File: src/rtl/buffer_pkg.sv
// Shared widths, element type and FSM state encodings for the buffer read controller.
package buffer_pkg;

  // Read pointer width for a power-of-two buffer depth (at least one bit).
  function automatic int unsigned addr_w(input int unsigned size);
    return (size > 1) ? $clog2(size) : 1;
  endfunction

  // Occupancy width: must represent 0..size inclusive.
  function automatic int unsigned cnt_w(input int unsigned size);
    return $clog2(size) + 1;
  endfunction

  localparam int unsigned ELEM_W = 8;
  typedef logic [ELEM_W-1:0] elem_t;

  // Window FSM: EMPTY has no pending window, HOLD presents one to the consumer.
  localparam logic [0:0] ST_EMPTY = 1'b0;
  localparam logic [0:0] ST_HOLD  = 1'b1;

endpackage

File: src/rtl/occupancy_counter.sv
// Buffer occupancy: adds WRITE_SIZE per accepted push, removes STRIDE per window load.
module occupancy_counter
  import buffer_pkg::*;
#(
  parameter int unsigned SIZE       = 8,
  parameter int unsigned WRITE_SIZE = 2,
  parameter int unsigned STRIDE     = 1
) (
  input  logic                     clk,
  input  logic                     rst,
  input  logic                     flush,
  input  logic                     wr_push,
  input  logic                     retire,
  output logic [cnt_w(SIZE)-1:0]   count,
  output logic                     space_ok,
  output logic                     push_acc
);

  localparam int unsigned CNT_W = cnt_w(SIZE);

  logic [CNT_W-1:0] count_q;
  logic [CNT_W-1:0] count_d;

  // Free-space test and push acceptance, decoded from the registered count.
  always_comb begin
    space_ok = (count_q <= CNT_W'(SIZE - WRITE_SIZE));
    push_acc = wr_push & space_ok;
  end

  // Push and retire both apply in one cycle; flush wins over both.
  always_comb begin
    count_d = count_q;
    if (flush) begin
      count_d = CNT_W'(0);
    end else begin
      count_d = count_q
              + (push_acc ? CNT_W'(WRITE_SIZE) : CNT_W'(0))
              - (retire   ? CNT_W'(STRIDE)     : CNT_W'(0));
    end
  end

  // Occupancy register.
  always_ff @(posedge clk or posedge rst) begin
    if (rst) begin
      count_q <= CNT_W'(0);
    end else begin
      count_q <= count_d;
    end
  end

  assign count = count_q;

endmodule

File: src/rtl/buffer_read_ctrl.sv
// Sliding-window read controller over a circular buffer.
// Optional feature macro: BUFFER_READ_CTRL_OVF_EN adds a sticky overflow flag (ovf).
module buffer_read_ctrl
  import buffer_pkg::*;
#(
  parameter int unsigned SIZE       = 8,
  parameter int unsigned WRITE_SIZE = 2,
  parameter int unsigned READ_SIZE  = 2,
  parameter int unsigned STRIDE     = 1,
  parameter int unsigned DATA_WIDTH = 8
) (
  input  logic                                  clk,
  input  logic                                  rst,
  input  logic                                  wr_push,
  input  logic                                  flush,
  input  logic [0:READ_SIZE-1][DATA_WIDTH-1:0]  buf_data,
  output logic [addr_w(SIZE)-1:0]               read_addr,
  output logic [0:READ_SIZE-1][DATA_WIDTH-1:0]  win_data,
  output logic                                  win_valid,
  input  logic                                  win_ready,
  output logic                                  space_ok,
  output logic [cnt_w(SIZE)-1:0]                count
`ifdef BUFFER_READ_CTRL_OVF_EN
  ,
  output logic                                  ovf
`endif
);

  localparam int unsigned ADDR_W = addr_w(SIZE);
  localparam int unsigned CNT_W  = cnt_w(SIZE);

  logic [0:0]                             state_q;
  logic [0:0]                             state_d;
  logic [ADDR_W-1:0]                      read_addr_q;
  logic [ADDR_W-1:0]                      read_addr_d;
  logic [0:READ_SIZE-1][DATA_WIDTH-1:0]   win_data_q;
  logic [0:READ_SIZE-1][DATA_WIDTH-1:0]   win_data_d;
  logic                                   load_c;
  logic                                   push_acc_c;

  occupancy_counter #(
    .SIZE       (SIZE),
    .WRITE_SIZE (WRITE_SIZE),
    .STRIDE     (STRIDE)
  ) u_occupancy (
    .clk      (clk),
    .rst      (rst),
    .flush    (flush),
    .wr_push  (wr_push),
    .retire   (load_c),
    .count    (count),
    .space_ok (space_ok),
    .push_acc (push_acc_c)
  );

  // A new window loads when the slot is free (or being freed) and enough elements are present.
  always_comb begin
    load_c = ((state_q == ST_EMPTY) || win_ready)
           && (count >= CNT_W'(READ_SIZE))
           && !flush;
  end

  // Window FSM next state, pointer advance and window capture.
  always_comb begin
    state_d     = state_q;
    read_addr_d = read_addr_q;
    win_data_d  = win_data_q;
    if (flush) begin
      state_d     = ST_EMPTY;
      read_addr_d = ADDR_W'(0);
      win_data_d  = '0;
    end else if (load_c) begin
      state_d     = ST_HOLD;
      read_addr_d = read_addr_q + ADDR_W'(STRIDE);
      win_data_d  = buf_data;
    end else if ((state_q == ST_HOLD) && win_ready) begin
      state_d     = ST_EMPTY;
    end
  end

  // Window state registers.
  always_ff @(posedge clk or posedge rst) begin
    if (rst) begin
      state_q     <= ST_EMPTY;
      read_addr_q <= ADDR_W'(0);
      win_data_q  <= '0;
    end else begin
      state_q     <= state_d;
      read_addr_q <= read_addr_d;
      win_data_q  <= win_data_d;
    end
  end

  assign read_addr = read_addr_q;
  assign win_data  = win_data_q;
  assign win_valid = (state_q == ST_HOLD);

`ifdef BUFFER_READ_CTRL_OVF_EN
  logic ovf_q;
  logic ovf_d;

  // Sticky overflow: set by a push into a full buffer, cleared only by flush or reset.
  always_comb begin
    ovf_d = ovf_q;
    if (flush) begin
      ovf_d = 1'b0;
    end else if (wr_push && !space_ok) begin
      ovf_d = 1'b1;
    end
  end

  // Overflow flag register.
  always_ff @(posedge clk or posedge rst) begin
    if (rst) begin
      ovf_q <= 1'b0;
    end else begin
      ovf_q <= ovf_d;
    end
  end

  assign ovf = ovf_q;
`endif

endmodule
File: config.mk
export PLATFORM = sky130hd
export DESIGN_NAME = buffer_read_ctrl
export DESIGN_NICKNAME = d
export VERILOG_FILES = /design/src/rtl/buffer_pkg.sv /design/src/rtl/occupancy_counter.sv /design/src/rtl/buffer_read_ctrl.sv
export SDC_FILE = /design/constraint.sdc
export NUM_CORES = 1
export LEC_CHECK = 0
export BUFFER_PORTS_ARGS = -buffer_cell sky130_fd_sc_hd__buf_2
export CAP_MARGIN = 10
export CORE_MARGIN = 2
export CORE_UTILIZATION = 31
export DETAILED_ROUTE_END_ITERATION = 16
export GPL_TIMING_DRIVEN = 0
export REMOVE_ABC_BUFFERS = 1
export SYNTH_ARGS = -nofsm -noshare
export SYNTH_HDL_FRONTEND = slang
export SYNTH_SLANG_ARGS = --single-unit
File: constraint.sdc
create_clock -name clk -period 4.1 [get_ports clk]
set_clock_uncertainty 0.2 [all_clocks]
set_input_delay 0.41 -clock clk [delete_from_list [all_inputs] [get_ports clk]]
set_output_delay 0.41 -clock clk [all_outputs]
set_load 0.005 [all_outputs]
# After elaboration in Yosys (flattened, before gate mapping)
# Index checks and enable logic that the tools add are counted.
# W data, S select, Z words.
# totals
input_bits	21
regBits	24
latch_bits	0
mem_count	0
elab_cells	29
ram_bits	0
romBits	0
# op_classes
n_eq_ne	0
div_mod_pow	0
magnitude_cmp	2
multipliers	0
reduce_logical	7
add_sub_neg	3
n_shift	0
mux	10
bitwise_logic	2
# ops
operator	n
$mux W16	2
$mux W3	2
$add A4 B4 Y4	1
$ge A4 B2 Y1 const B	1
$le A4 B3 Y1 const B	1
$mux W1	4
$mux W4	1
$sub A4 B4 Y4	1
$add A3 B1 Y3 const B	1
$logic_and A1 B1 Y1	3
$reduce_bool A3 Y1	1
$mux W2	1
$reduce_bool A2 Y1	1
$and A1 B1 Y1	1
$logic_not A1 Y1	1
$logic_or A1 B1 Y1	1
$not A1 Y1	1

# Longest topological paths before layout
# logic_depth
word_depth	7
depth_mapped	12
mapped_depth_nobuf	12

# Modules after synthesis
# A second synthesis with hierarchy kept.
# unflattened
hier_cells	82
hier_area_um2	1076.0
# modules_own_cells
mod	n_inst	area_per_inst_um2	cells_each	seq_area_each_um2
buffer_read_ctrl	1	797.0	55	500.5
occupancy_counter	1	279.0	27	100.1

# Least setup slack after synthesis
# OpenSTA, ideal clock, no wires.
# synth_timing
kind	reg2reg
from	register u_occupancy.count_q[2], in the netlist u_occupancy.count[2]
to	register u_occupancy.count_q[2], in the netlist u_occupancy.count[2]
arrival_time_ps	2132
slack_ps	1696
path_stages_with_launch	12
path_cell_list	dfrtp_1 -> inv_1 -> ha_1 -> nor2b_4 -> nor3_4 -> buf_6 -> ha_1 -> inv_1 -> ha_1 -> inv_1 -> fa_1 -> nor2_1
# synth_between
elab_chain_len	6
elab_cells_between_ends	10
classes_between	2 x add/sub; 2 x order compare; 3 x mux; 1 x bitwise; 2 x reduce/logical
# synth_lines
item	line_no	text
start, declared	occupancy_counter.sv:21	logic [CNT_W-1:0] count_q;
start signal, assigned	occupancy_counter.sv:47	count_q <= count_d;
$le A4 B3 Y1 or $ge A4 B2 Y1 (tied branches)	occupancy_counter.sv:26, buffer_read_ctrl.sv:59	
$and A1 B1 Y1 or $logic_and A1 B1 Y1 (tied branches)	occupancy_counter.sv:27, buffer_read_ctrl.sv:59	
$mux W2 or $logic_and A1 B1 Y1 (tied branches)	occupancy_counter.sv:37, buffer_read_ctrl.sv:60	
$add A4 B4 Y4 or $mux W1 (tied branches)	occupancy_counter.sv:37, occupancy_counter.sv:38	
$sub A4 B4 Y4 *	occupancy_counter.sv:38	- (retire ? CNT_W'(STRIDE) : CNT_W'(0));
$mux W4 *	occupancy_counter.sv:33	if (flush) begin
named net u_occupancy.count_d[2]	occupancy_counter.sv:22	logic [CNT_W-1:0] count_d;
# The timed path passes the listed nets; every way through them passes the cells marked *.
# A chain may end at the register's enable or synchronous reset.

# Worst setup path in the final report
# Ends and elaborated chain as after synthesis.

==> impl_metrics.json <==
{
  "cts_tree": "built",
  "synth_area_um2": 1069,
  "wl_per_cell_um": 11.85,
  "start_util": 0.3228,
  "drive_gt1_frac": 0.4173,
  "ys_seq_elements": 24,
  "hold_viol_final": 0,
  "drtIter0Drc": 14,
  "grt_pass1_wl_um": 3608,
  "grt_overflow": 0,
  "required_ns": 4.16,
  "cts.clk_slew.worst_paths_ns": 0.13,
  "tightest_slew_ns": 0.9034,
  "r2r_setup_slack_ns": 1.38,
  "clockBufferDepth": 2,
  "netlist_top_cells_count": "dfrtp_1 (24), a22o_1 (17), inv_1 (8)",
  "numPortBuffers": 45,
  "cts_sinks": 24,
  "slowest_delay_ns": 0.57,
  "yosysWarnings": 0,
  "nNetsFinal": 156,
  "status": "finished, final reports clean",
  "grt_use_total": 0.1156,
  "synth_edf_count": 0,
  "syn_to_final_growth_pct": 26.70,
  "die_w_um": 62.71,
  "yosysTopAreaCellShare": 0.5621,
  "layout_min_cycle_time_ns": 2.718,
  "leakage_nw": 0.7540,
  "core_area_um2": 3311,
  "synthCells": 81,
  "synth.avg_cell_area_um2": 13.19,
  "insertion_delay_ns": 0.31,
  "grt_max_degree": 25,
  "synth_area_leader_cell": "dfrtp_1",
  "dieArea_um2": 3933,
  "num_vias": 785,
  "ant_nets": 0,
  "rows": 21,
  "tns_ns": 0,
  "cts_inserted_buffers": 3,
  "die_h_um": 62.71,
  "routed_wl_um": 2050,
  "cp_slowest_cell": "nor3_4",
  "antenna_found_initial": 0,
  "placed_area_um2": 1318,
  "hpwl_um": 1548,
  "arrival_ns": 2.77,
  "cp_cell_sequence": "inv_1, ha_1, nor2b_4, nor3_4, ha_1, inv_1, ha_1, inv_1, fa_1, nor2_1",
  "gp_congestion": 0.7513,
  "postLayoutCoreUtil": 0.4089,
  "htree_levels": 1,
  "synth_area_leaders": "dfrtp_1 (56%), a22o_1 (14%), ha_1 (7.0%)",
  "root_buffer": "clkbuf_4",
  "crit_type": "reg2reg",
  "worstSetupEndpointType": "register",
  "async_flop_share": 1.000,
  "grt_pass1_vias": 781,
  "max_freq_ghz": 0.3679,
  "ys_types": 22,
  "drc": 0,
  "avgViaCountPerCell": 4.538,
  "max-slew-margin-rel": 0.3971,
  "post-route-cell-area_um2": 1354,
  "power.density_nw_per_um2": 613.0,
  "synth.most_common_cell": "dfrtp_1",
  "fin_crit_sh": 0.6630,
  "crit_fanout": 18,
  "finalMaxSlewViolations": 0,
  "post-cts-setup-buffers": 0,
  "rsz0062_at_grt": "false",
  "hold_path.class": "in2async",
  "antenna-diode-count": 0,
  "startpoint_type": "register",
  "cts-resized-gates": 0,
  "maxCapViolations": 0,
  "timing.hold.ws_ns": 0.07223,
  "firstDrtPassIters": 3,
  "synthFlopType": "dfrtp_1",
  "setup_viol": 0,
  "io_pins": 46,
  "fillers": 339,
  "seq_area_frac_synth": 0.5621,
  "cts_hold_buf": 0,
  "vdd_drop_max_v": 0.0001836
}
## per-stage QoR
stage / cells / power, mW / setup slack, ns
2_1_floorplan: 78 / 0.5826 / 1.632
3_3_place_gp: 169 / 0.7053 / 1.416
3_5_place_dp: 169 / 0.7208 / 1.365
4_1_cts: 173 / 0.8474 / 1.333
5_1_grt: 173 / 0.9145 / 1.148
6_report: 173 / 0.8299 / 1.382
## report_power, final
part | internal [mW] | switching [mW] | total [mW]
sequential | 0.311 | 0.0526 | 0.364
combinational | 0.174 | 0.169 | 0.343
clock | 0.0542 | 0.0691 | 0.123
## cells by family (layout without fill, tap and decap cells)
group                      after synthesis  count (layout)  synth area share
xor gates and xnor gates                 1               1          0.008198
adders and majority gates                7               7           0.08899
buffers and inverters                   11              57           0.05972
muxes                                    2               2           0.01991
DFF                                     24              24            0.5621
AOI/OAI and AO/OA                       21              21            0.1686
and+or+nand+nor                         15              15           0.09251
## cell type report
cell class                      count  area (µm²)  share of cell area
Tap cell                           46       57.56             0.04251
Clock buffer                        4       36.28             0.02680
Multi-Input combinational cell     46       404.1              0.2985
Timing Repair Buffer               45       225.2              0.1664
Inverter                            8       30.03             0.02218
Sequential cell                    24       600.6              0.4436
## registers in the layout (all words and copies together) (netlist names)
register and flops:
read_addr 3, win_valid 1, win_data 16, u_occupancy.count 4
## routing by layer
metal / wire length, µm / up-vias / track usage
met5: 0 / - / 0
li1: - / 375 / -
met3: 161 / 3 / 0.03063
met4: 25 / 0 / 0.04167
met2: 948 / 37 / 0.1935
met1: 915 / 370 / 0.1435
## worst max-delay path: cells and delay by family, from the launching register on
kind / cells / cell delay, ns
adder cells (fa/ha/maj): 4 / 1.04
buffers and inverters: 3 / 0.18
flip-flops: 1 / 0.44
AND/OR/NAND/NOR: 3 / 0.81
## cell usage in the layout (no fill, tap or decap), types with 2 or more instances in the layout
master | synthesis | layout
a21oi_1 | 2 | 2
a22o_1 | 17 | 17
buf_2 | 0 | 45
clkbuf_4 | 0 | 3
dfrtp_1 | 24 | 24
ha_1 | 6 | 6
inv_1 | 8 | 8
nand2_1 | 2 | 2
nor2_1 | 4 | 4
nor2b_1 | 2 | 2
## worst paths after layout
check	end	startpoint	cells past startpoint
max in group asynchronous	read_addr[2]	rst	2
worst min-delay path	win_data[2]	rst	2
worst min register to register	win_data[9]	win_data[9]	1
worst max register to register	u_occupancy.count[2]	u_occupancy.count[2]	10
worst max-delay path	u_occupancy.count[2]	u_occupancy.count[2]	10
min in group clk	win_data[2]	buf_data[2]	2
Power figures use the tool's default switching activity.
